$ cat src/rtl/cpu_fetch_pkg.sv
// Shared types and constants for the instruction-fetch front end.
package cpu_fetch_pkg;

  typedef enum logic [1:0] {
    BOOT = 2'd0,
    REQ  = 2'd1,
    DLVR = 2'd2
  } fetch_state_e;

  localparam int unsigned PC_INC = 4;
  localparam logic [31:0] INIT_PC_DEF = 32'h0000_0000;

endpackage

$ cat src/rtl/pc_reg_next.sv
// Program counter register with hold / +4 / redirect / pending-target mux.
module pc_reg_next
  import cpu_fetch_pkg::*;
#(
  parameter int              ADDR_W  = 32,
  parameter logic [ADDR_W-1:0] INIT_PC = ADDR_W'(INIT_PC_DEF)
) (
  input  logic              clk,
  input  logic              rst_n,
  input  logic              inc_i,
  input  logic              redir_i,
  input  logic [ADDR_W-1:0] redir_tgt_i,
  input  logic              pend_i,
  input  logic [ADDR_W-1:0] pend_tgt_i,
  output logic [ADDR_W-1:0] pc_o
);

  localparam logic [ADDR_W-1:0] ALIGN = ~ADDR_W'(3);

  logic [ADDR_W-1:0] pc_d, pc_q;

  // Selects are one-hot by construction in the controller.
  always_comb begin
    pc_d = pc_q;
    unique case (1'b1)
      redir_i: pc_d = redir_tgt_i & ALIGN;
      pend_i:  pc_d = pend_tgt_i & ALIGN;
      inc_i:   pc_d = pc_q + ADDR_W'(PC_INC);
      default: ;
    endcase
  end

  always_ff @(posedge clk or negedge rst_n) begin
    if (!rst_n) pc_q <= INIT_PC & ALIGN;
    else        pc_q <= pc_d;
  end

  assign pc_o = pc_q;

endmodule

$ cat src/rtl/pc_fetch_ctrl.sv
// Fetch sequencer: owns the PC, issues single-outstanding imem
// requests and hands instructions to decode over valid/ready.
module pc_fetch_ctrl
  import cpu_fetch_pkg::*;
#(
  parameter int              ADDR_W  = 32,
  parameter logic [ADDR_W-1:0] INIT_PC = ADDR_W'(INIT_PC_DEF),
  parameter int              INST_W  = 32,
  parameter int              CNT_W   = 32
) (
  input  logic              clk,
  input  logic              rst_n,
  input  logic              redirect_valid,
  input  logic [ADDR_W-1:0] redirect_target,
  output logic              imem_req,
  output logic [ADDR_W-1:0] imem_addr,
  input  logic              imem_ack,
  input  logic [INST_W-1:0] imem_rdata,
  output logic              inst_valid,
  output logic [INST_W-1:0] inst_data,
  output logic [ADDR_W-1:0] inst_pc,
  input  logic              inst_ready,
  output logic [ADDR_W-1:0] pc,
  output logic [CNT_W-1:0]  fetch_count
);

  fetch_state_e      state_q, state_d;
  logic              kill_q, kill_d;
  logic [ADDR_W-1:0] pend_q, pend_d;
  logic              valid_q, valid_d;
  logic [INST_W-1:0] data_q, data_d;
  logic [ADDR_W-1:0] ipc_q, ipc_d;
  logic [CNT_W-1:0]  cnt_q, cnt_d;
  logic              req_q, req_d;
  logic              pc_inc, pc_redir, pc_pend;
  logic [ADDR_W-1:0] pc_w;

  pc_reg_next #(
    .ADDR_W  (ADDR_W),
    .INIT_PC (INIT_PC)
  ) u_pc (
    .clk         (clk),
    .rst_n       (rst_n),
    .inc_i       (pc_inc),
    .redir_i     (pc_redir),
    .redir_tgt_i (redirect_target),
    .pend_i      (pc_pend),
    .pend_tgt_i  (pend_q),
    .pc_o        (pc_w)
  );

  always_comb begin
    state_d  = state_q;
    kill_d   = kill_q;
    pend_d   = pend_q;
    valid_d  = valid_q;
    data_d   = data_q;
    ipc_d    = ipc_q;
    cnt_d    = cnt_q;
    pc_inc   = 1'b0;
    pc_redir = 1'b0;
    pc_pend  = 1'b0;
    unique case (state_q)
      BOOT: begin
        state_d  = REQ;
        pc_redir = redirect_valid;
      end
      REQ: begin
        if (imem_ack) begin
          if (redirect_valid) begin
            pc_redir = 1'b1;
            kill_d   = 1'b0;
          end else if (kill_q) begin
            pc_pend = 1'b1;
            kill_d  = 1'b0;
          end else begin
            data_d  = imem_rdata;
            ipc_d   = pc_w;
            valid_d = 1'b1;
            pc_inc  = 1'b1;
            state_d = DLVR;
          end
        end else if (redirect_valid) begin
          // Address stays put until the in-flight ack drains.
          pend_d = redirect_target;
          kill_d = 1'b1;
        end
      end
      DLVR: begin
        if (inst_ready) cnt_d = cnt_q + CNT_W'(1);
        if (redirect_valid) pc_redir = 1'b1;
        if (inst_ready || redirect_valid) begin
          valid_d = 1'b0;
          state_d = REQ;
        end
      end
      default: state_d = BOOT;
    endcase
  end

  assign req_d = (state_d == REQ);

  always_ff @(posedge clk or negedge rst_n) begin
    if (!rst_n) begin
      state_q <= BOOT;
      kill_q  <= 1'b0;
      pend_q  <= '0;
      valid_q <= 1'b0;
      data_q  <= '0;
      ipc_q   <= '0;
      cnt_q   <= '0;
      req_q   <= 1'b0;
    end else begin
      state_q <= state_d;
      kill_q  <= kill_d;
      pend_q  <= pend_d;
      valid_q <= valid_d;
      data_q  <= data_d;
      ipc_q   <= ipc_d;
      cnt_q   <= cnt_d;
      req_q   <= req_d;
    end
  end

  assign imem_req    = req_q;
  assign imem_addr   = pc_w;
  assign pc          = pc_w;
  assign inst_valid  = valid_q;
  assign inst_data   = data_q;
  assign inst_pc     = ipc_q;
  assign fetch_count = cnt_q;

endmodule

$ cat config.mk
export PLATFORM = sky130hd
export DESIGN_NAME = pc_fetch_ctrl
export DESIGN_NICKNAME = d
export VERILOG_FILES = /design/src/rtl/cpu_fetch_pkg.sv /design/src/rtl/pc_reg_next.sv /design/src/rtl/pc_fetch_ctrl.sv
export SDC_FILE = /design/constraint.sdc
export NUM_CORES = 1
export LEC_CHECK = 0
export CAP_MARGIN = 10
export CORE_MARGIN = 2
export CORE_UTILIZATION = 47
export DETAILED_ROUTE_END_ITERATION = 10
export PLACE_DENSITY = 0.76
export SLEW_MARGIN = 20
export SYNTH_ARGS = -nofsm -noshare
export SYNTH_HDL_FRONTEND = slang
export SYNTH_SLANG_ARGS = --single-unit
$ cat constraint.sdc
create_clock -name clk -period 2.3 [get_ports clk]
set_clock_uncertainty 0.2 [all_clocks]
set_input_delay 0.69 -clock clk [delete_from_list [all_inputs] [get_ports clk]]
set_output_delay 0.69 -clock clk [all_outputs]
set_load 0.05 [all_outputs]
==> results.yml <==
synthesis:
  synth-edff-count: 0
  syn_inst: 795
  seq_area_frac_synth_pct: 52.7
  yosys-top-cells-area: "dfrtp_1, nand2_1, mux2_2"
  synth.distinct_cells: 59
  yosys_most_used_dff: "dfrtp_1"
  avgSynthCellArea_sq_um: 9.49
  yosysTopAreaCellShare_pct: 52.7
  synth_area_leader_cell: "dfrtp_1"
  ys_warn_count: 0
  synthArstFlopShare_pct: 100
  syn_area_sq_um: 7540
  ys_ff_latch: 159
layout:
  diodes: 0
  seq_area_sq_um: 3980
  layout.nets: 1106
  num-fill-cells: 1218
  layout-drive-gt1-share_pct: 29.2
  mostFrequentLayoutCells: "nand2_1, buf_4, dfrtp_1"
  mostFrequentLayoutCell: "nand2_1"
  multiInputGateArea_sq_um: 3110
  syn_to_final_growth_pct: 46.5
  stdcell_count: 1263
clock_tree:
  cts_buffer_depth: 2
  tritoncts: "done"
  clkSinkCount: 159
  clk_pin_slew_ps: 60
  cts_setup_buffers: 0
  cts_root_buf: "clkbuf_16"
  ctsHtreeMaxLevel: 4
  cts_buffers: 17
  insertion_delay_ps: 420
floorplan:
  die_height_um: 131
  rows: 46
  core_sq_um: 15800
  die_x_um: 131
  start_util_pct: 47.8
  die-area_sq_um: 17100
  io-pin-count: 231
worst_setup_path:
  critPathCaptureType: "flop"
  required_ps: 2410
  rr_endpoint: "u_pc.pc_o[28]"
  critPathLaunchType: "primary input"
  r2r.worst_path.cells: 6
  path_max_fanout: 5
  rrSetupSlack_ps: 180
  crit_type: "primary input to flop"
  cp_data_arrival_time_ps: 2290
  timing.rr.start: "u_pc.pc_o[2]"
global_route:
  antenna_found_initial: 0
  grt_pass1_wl_um: 32200
  grt_pass1_vias: 6168
  grt_max_degree: 56
  grt-ovfl-total: 0
  grt_use_total_pct: 24.2
run_status:
  outcome: "complete, no violations"
detailed_routing:
  ant_nets: 0
  routed_wl_um: 20500
  avgViaCountPerCell: 5.23
  drt-wirelength-per-cell_um: 16.2
  drtIter0Drc: 534
  dr_total_vias: 6605
  dr.pass1.iters: 5
  remaining_drc_errors: 0
min_path:
  hold_path_class: "flop to flop"
  min_to: "inst_pc[8]"
  min-delay-start: "inst_pc[8]"
  whs_path_depth: 2
timing:
  min_period_over_period_pct: 94.9
  setup_slack_ps: 117
  period_minus_slack_ps: 2180
  fmax_mhz: 458
  rsz0062_at_grt: "no"
  finalHoldViolCount: 0
  finalSetupViolations: 0
  fin_hold_ws_ps: 271
  drv_slew: 0
power:
  ir_drop_mv: 0.747
  p_per_area_nw_per_um2: 1550
  leakage_nw: 5.26
placement:
  dpl.hpwl_um: 15000
  routabilityCongestion: 0.827
  dpl.cell_count: 1231
  portBuffers: 222
  dp_slack_ps: -333
job:
  drv_cap: 0
worst max path at each step:
stage                         startpoint               to  slack (ps)  cells after the start
after floorplan            u_pc.pc_o[18]    u_pc.pc_o[30]          40                      6
after global placement    redirect_valid    u_pc.pc_o[30]        -320                      5
after detailed placement  redirect_valid      inst_pc[20]        -330                      7
after CTS                 redirect_valid    u_pc.pc_o[13]         110                      7
after global routing      redirect_valid    u_pc.pc_o[31]           4                      7
final                         inst_ready  fetch_count[11]         120                      6
power by group:
part	internal [mW]	switching (mW)
combinational	3.58	6.15
clock	1.67	1.11
sequential	3.83	0.782
total	9.08	8.04
state kept, by name, indices dropped and copies added (netlist names):
signal / cells
fetch_count: 32
inst_data: 32
inst_pc: 30
pend_q: 30
u_pc.pc_o: 30
state_q: 2
imem_req: 1
inst_valid: 1
kill_q: 1
Yosys cell counts (all sizes together), types with 11 or more instances:
library cell	instances
inv	14
xnor2	27
dfrtp	159
o21ai	49
nand4	14
clkbuf	18
buf	58
nand3	45
a21oi	38
nor2	30
mux2	31
and3	11
nand2	224
cells by family after synthesis:
kind of cell             after synthesis  share of synthesized area (%)
AO/OA/AOI/OAI                        125                           9.84
XOR/XNOR                              35                           4.06
adder cells (fa/ha/maj)                2                          0.332
buffers and inverters                 90                           6.85
flip-flops                           159                           52.7
multiplexers                          32                           4.76
other                                  1                         0.0497
AND/OR/NAND/NOR                      351                           21.4
worst max-delay path: stages:
cell and delay, ps:
clkdlybuf4s50_1 480, and4b_1 250, and4_1 320, and2b_1 270, nand4_1 140, xnor2_1 140
per-stage QoR:
stage	total power, mW	TNS, ps	utilization [%]	instance area, sq um
floorplan	10.4	0	-	7570
global placement	14.2	-32500	66.2	10400
detailed placement	14.4	-34180	66.2	10400
CTS	17.2	0	70.0	11000
global route	17.9	0	70.1	11000
finish	17.1	0	70.1	11000
metal layers:
layer  global-route usage [%]  wire length [um]  part of all wire [%]
met1                     35.2              9290                    45
met3                     5.13              1230                   6.0
met2                     36.9              9600                    47
met5                        0                 0                     0
met4                     6.82               338                   1.7
layout make-up:
cell class,count,share of cell area [%]
clock buffer,21,4.26
clock inverter,10,1.02
inverter,14,0.476
multi-input combinational,551,28.2
sequential,159,36.0
tap,216,2.45
timing repair buffer,292,27.6
what timing repair did:
item	in CTS	in global routing
hold endpoints to repair	29	0
hold buffers	1	0
setup endpoints to repair	0	7
resized for setup	0	2
No activity file was read; power rests on OpenSTA's default activity.
==> variant 1, RTL diff (config.mk and constraints unchanged) <==
`ADDR_W` is set to 32 in 2 places; all go to 36.
--- a/src/rtl/pc_reg_next.sv
+++ b/src/rtl/pc_reg_next.sv
@@ -2,7 +2,7 @@
 module pc_reg_next
   import cpu_fetch_pkg::*;
 #(
-  parameter int              ADDR_W  = 32,
+  parameter int              ADDR_W  = 36,
   parameter logic [ADDR_W-1:0] INIT_PC = ADDR_W'(INIT_PC_DEF)
 ) (
   input  logic              clk,
--- a/src/rtl/pc_fetch_ctrl.sv
+++ b/src/rtl/pc_fetch_ctrl.sv
@@ -3,7 +3,7 @@
 module pc_fetch_ctrl
   import cpu_fetch_pkg::*;
 #(
-  parameter int              ADDR_W  = 32,
+  parameter int              ADDR_W  = 36,
   parameter logic [ADDR_W-1:0] INIT_PC = ADDR_W'(INIT_PC_DEF),
   parameter int              INST_W  = 32,
   parameter int              CNT_W   = 32
Ports: changed (resized imem_addr, inst_pc, pc and redirect_target); port bits go from 231 to 247. No check against the original RTL was run, so the function may have changed too.
==> variant 1 against the original RTL <==
- first-iteration DRC count is 30% higher
- area after synthesis is 8.2% higher
- worst hold slack better by 0.0049 ns
- combinational power is 12% higher
- total power is 11% higher
- final cell count is 9.3% higher
- routed wire length is 18% higher
- design area is 8.8% higher
- sequential cell count is 12 higher
- worst setup slack worse by 0.043 ns
==> variant 1: results (changes against the original RTL) <==
----------------------------------------------------
[Global routing]
  Overall track demand over capacity in global routing ... 26.0% (+1.7 points)
  Largest net degree at the start of global routing ... 52 (-7.1%)
  Number of antenna violations at the first check in global routing ... 0 (unchanged)
  Wire length of the first global-routing pass ... 37,200 um (+15%)
  Vias in the first global route ... 7,062 (+14%)

[Place]
  Dpl hpwl ... 17,400 um (+15%)
  Count of input and output buffers ... 238 (+7.2%)
  Final weighted congestion in routability-driven placement ... 0.867 (+4.7%)
  Worst slack at placement ... -0.372 ns (-0.0385 ns)
  Area of placed instances ... 0.0113 sq mm (+8.1%)

[Clock tree]
  Number of buffers on the longest clock path ... 2 (unchanged)
  Number of CTS-inserted buffers ... 17 (unchanged)
  Clock slew at reported path FFs ... 0.06 ns (about the same)
  H-tree depth reported by CTS ... 4 (unchanged)
  Latest clock arrival within the worst-skew pair ... roughly 0.43 ns
  Root buffer selected by CTS ... clkbuf_16

[Detailed routing]
  Total length of routed wires ... 24,100 um (+18%)
  Number of detailed-routing iterations run before antenna repair ... 6 (+1)
  Routed via count ... 7,463 (+13%)
  First-iteration detailed-routing DRC count ... 695 (+30%)

[Worst setup path]
  Register-to-Register Setup Slack ... 0.14 ns (-0.04 ns)
  Crit path from ... inst_ready
  Critical register-to-register path startpoint ... u_pc.pc_o[2]
  Critical path data arrival time ... 2.34 ns (+0.05 ns)
  Termination of the worst setup path ... fetch_count[25]
  Worst reg-to-reg path cell count ... 5 (-1)
  CP max FO ... 5 (unchanged)
  Critical-path top delay cell ... clkdlybuf4s50_1
  Crit Reg-Reg Endpoint ... u_pc.pc_o[25]
  Delay of the slowest cell on the worst path ... 0.53 ns (+0.05 ns)

[Synthesis]
  Yosys synthesis warning count ... 0 (unchanged)
  Commonest register cell after synthesis ... dfrtp_1
  Fraction of the yosys area taken by sequential cells ... 52.4% (-0.33 points)
  Ranking of synthesized cells by area ... dfrtp_1 52%, nand2_1 12%, mux2_2 4.7%
  Most numerous cell types in the synthesized netlist ... 253 x nand2_1, 171 x dfrtp_1, 48 x o21ai_0
  Post-synthesis cell type count ... 56 (-5.1%)

[Finish]
  Fraction of layout cells with a size suffix above 1 ... 31.6% (+2.4 points)
  Net count of the finished layout ... 1,217 (+10%)
  Number of antenna diodes ... 0 (unchanged)

[Run status]
  Run status ... finished clean

[STA]
  Number of hold-slack violations in the final timing report ... 0 (unchanged)

[Worst hold path]
  Hold Crit Start ... inst_pc[35]
  Hold WC Path Type ... reg -> reg

[Power]
  IR Drop Worst-Case VDD ... 868 uV (+16%)
  P_int ... 9.93 mW (+9.3%)
  Leakage component of the power ... 5.76 nW (+9.4%)

----------------------------------------------------
## variant 1: cell count changes in the layout (fill, tap and decap cells not counted), sizes merged, moves of 4 or more
| cell | change |
|---|---|
| dfrtp | +12 |
| o31ai | +5 |
| a31oi | +4 |
| nand4 | +7 |
| nor3 | +4 |
| and3 | +8 |
| a22o | +5 |
| buf | +37 |
| nand3 | -7 |
| nand2 | +29 |
## variant 1: timing repair
item                                    4_1_cts  5_1_grt
hold buffers                                  1        0
endpoints found under the hold margin        33        0
endpoints found under the setup margin        0       20
buffers inserted                              0        2
gates resized for setup                       0        9
## variant 1: cells by family (layout without fill, tap and decap cells)
logic type | count (synthesis) | in the layout | synth area share, %
flops | 171 | 171 | 52.4
mux | 35 | 35 | 4.81
buf+inv | 97 | 376 | 6.56
simple gates | 397 | 397 | 22.1
xor+xnor | 36 | 36 | 3.86
other cells | 1 | 6 | 0.0459
compound gates | 132 | 132 | 9.89
fa+ha+maj | 2 | 2 | 0.306
## variant 1: critical path: cells and delay by family
family | cells | cell delay, ns
buffers and inverters | 2 | 0.69
xor gates and xnor gates | 1 | 0.14
and+or+nand+nor | 4 | 0.83
## variant 1: metal layers
metal  GRT usage, %  part of all wire (%)  wire length [um]  up-vias
met4           10.0                   2.8               669        0
met5              0                     0                 0        -
met3           4.83                   7.9              1910       59
li1               -                     -                 -     3472
met1           35.6                    42              9990     3607
met2           41.0                    48             11500      325
## variant 1: how the worst min path moves through the flow
stage	slack [ns]	end	cells past startpoint
2_1_floorplan	0.19	fetch_count[0]	0
3_3_place_gp	0.26	inst_data[9]	2
3_5_place_dp	0.26	inst_pc[11]	2
4_1_cts	0.28	inst_pc[11]	2
5_1_grt	0.30	inst_data[2]	2
6_report	0.28	inst_pc[35]	2
## variant 1: power groups by stage
stage	Sequential (mW)	Combinational (mW)	Clock, mW
2_1_floorplan	8.27	3.35	0
3_3_place_gp	5.08	10.8	0
3_5_place_dp	5.13	10.9	0
4_1_cts	5.08	10.9	3.03
5_1_grt	5.25	11.4	3.16
6_report	5.11	10.9	3.00
## variant 1: area by class of cell
class	instances	area, sq um
fill	1254	5090
sequential	171	4300
multi-input combinational	608	3430
timing repair buffer	335	3360
clock buffer	19	453
tap	225	282
clock inverter	13	166
inverter	9	33.8
## variant 1: metrics by stage
| step | TNS (ns) | instances |
|---|---|---|
| final | 0 | 1380 |
| after global routing | -0.119 | 1380 |
| after CTS | 0 | 1376 |
| after detailed placement | -38.76 | 1343 |
| after global placement | -38.91 | 1343 |
| after floorplan | 0 | 876 |
==> variant 2, RTL diff (same settings) <==
Made on the original files. Re-encode `fetch_state_e` (3 states) as one-hot, 3 bits wide.
--- a/src/rtl/cpu_fetch_pkg.sv
+++ b/src/rtl/cpu_fetch_pkg.sv
@@ -1,10 +1,10 @@
 // Shared types and constants for the instruction-fetch front end.
 package cpu_fetch_pkg;
 
-  typedef enum logic [1:0] {
-    BOOT = 2'd0,
-    REQ  = 2'd1,
-    DLVR = 2'd2
+  typedef enum logic [2:0] {
+    BOOT = 3'b001,
+    REQ  = 3'b010,
+    DLVR = 3'b100
   } fetch_state_e;
 
   localparam int unsigned PC_INC = 4;
Check against the original RTL: no difference found for any inputs over 4 cycles, from zero or initial values and one cycle with rst_n low; so few cycles prove little.
==> variant 2 against the original RTL <==
- total power is 5.0% lower
- design area is 0.75% lower
- utilization is 0.52 points lower
- area after synthesis hardly changed
- routed wire length is 3.5% higher
- sequential share of layout area is 0.62 points higher
- final cell count is 0.55% higher
- via count is 2.5% higher
- worst hold slack worse by 0.27 ns
- sequential cell count is 1 higher
- first-iteration DRC count is 25% lower
- non-clock buffer count is 15 higher
- worst setup slack worse by 0.012 ns
- largest power group unchanged
==> variant 2: results (changes against the original RTL) <==
----------------------------------------------------
[Run status]
  Run status ... finished clean

[Worst setup path]
  Critical-path top delay cell ... or4_4
  Worst reg-to-reg path cell count ... 5 (-1)
  CP max FO ... 7 (+2)
  Delay of the slowest cell on the worst path ... 0.53 ns (+0.05 ns)
  Termination of the worst setup path ... fetch_count[15]

[Worst hold path]
  Hold WC Path Type ... in -> async

[Synthesis]
  Fraction of the yosys area taken by sequential cells ... 53.1% (+0.40 points)
  Ranking of synthesized cells by area ... dfrtp_1 53%, nand2_1 11%, mux2_2 4.5%
  Fraction of the mapped netlist area in compound gates ... 10.0% (+0.19 points)
  Share of synthesized area spent on multiplexers ... 4.75% (-0.012 points)
  Fraction of the mapped netlist area in adder cells ... 0.332% (about the same)

[Finish]
  Multi-input gate share of total cell area ... 28.9% (+0.77 points)
  Final non-clock buffer share ... 26.3% (-1.3 points)
  Fillers ... 1,221 (+0.25%)
  Number of multi-input combinational cells in the layout ... 547 (-0.73%)
  Count of inverters other than clock inverters in the layout ... 8 (-6)
  Fraction of layout cells with a size suffix above 1 ... 31.8% (+2.6 points)
  Portion of the layout cell area used by clock cells ... 5.41% (+0.13 points)

[Global routing]
  Vias in the first global route ... 6,447 (+4.5%)
  Global routing met2 resource utilization ... 40.1% (+3.1 points)
  Global routing usage on met1 ... 33.0% (-2.3 points)
  Overall track demand over capacity in global routing ... 24.8% (+0.54 points)

[Clock tree]
  Gates resized, CTS repair ... 1 (+1)
  Hold-fix buffers, CTS ... 0 (-1)

[Detailed routing]
  Total length of routed met2 wires ... 10,200 um (+6.8%)
  Total length of routed wires ... 21,200 um (+3.5%)
  Number of detailed-routing iterations run before antenna repair ... 6 (+1)
  Routed wire length on met3 ... 1450 um (+17%)

[Place]
  Dpl hpwl ... 15,200 um (+1.2%)
  Final weighted congestion in routability-driven placement ... 0.871 (+5.3%)
  Post-Place Cells ... 1,234 (+0.24%)

----------------------------------------------------
variant 2: cell types whose count changed after synthesis, sizes merged, moves of 10 or more:
cell    delta
o21ai     -10
a21oi     -25
nor3      +15
nand3     -21
a22oi     +10
clkbuf    +10
variant 2: through the flow:
stage                     cell area [sq um]  util (%)  worst slack [ns]  hold slack (ns)
after global placement                10300      65.2            -0.420            0.258
after global routing                  11000      69.5            0.0156           0.0273
after CTS                             10900      69.0           0.00394           0.0101
final                                 11000      69.5             0.105        0.0000475
after detailed placement              10300      65.2            -0.468            0.258
after floorplan                        7620         -         0.0000588            0.194
variant 2: power groups by stage:
stage / logic (mW) / registers, mW / clock network (mW)
after floorplan: 2.95 / 7.32 / 0
final: 8.79 / 4.67 / 2.81
after global routing: 9.27 / 4.81 / 2.98
after CTS: 8.80 / 4.66 / 2.87
after detailed placement: 8.77 / 4.71 / 0
after global placement: 8.66 / 4.66 / 0
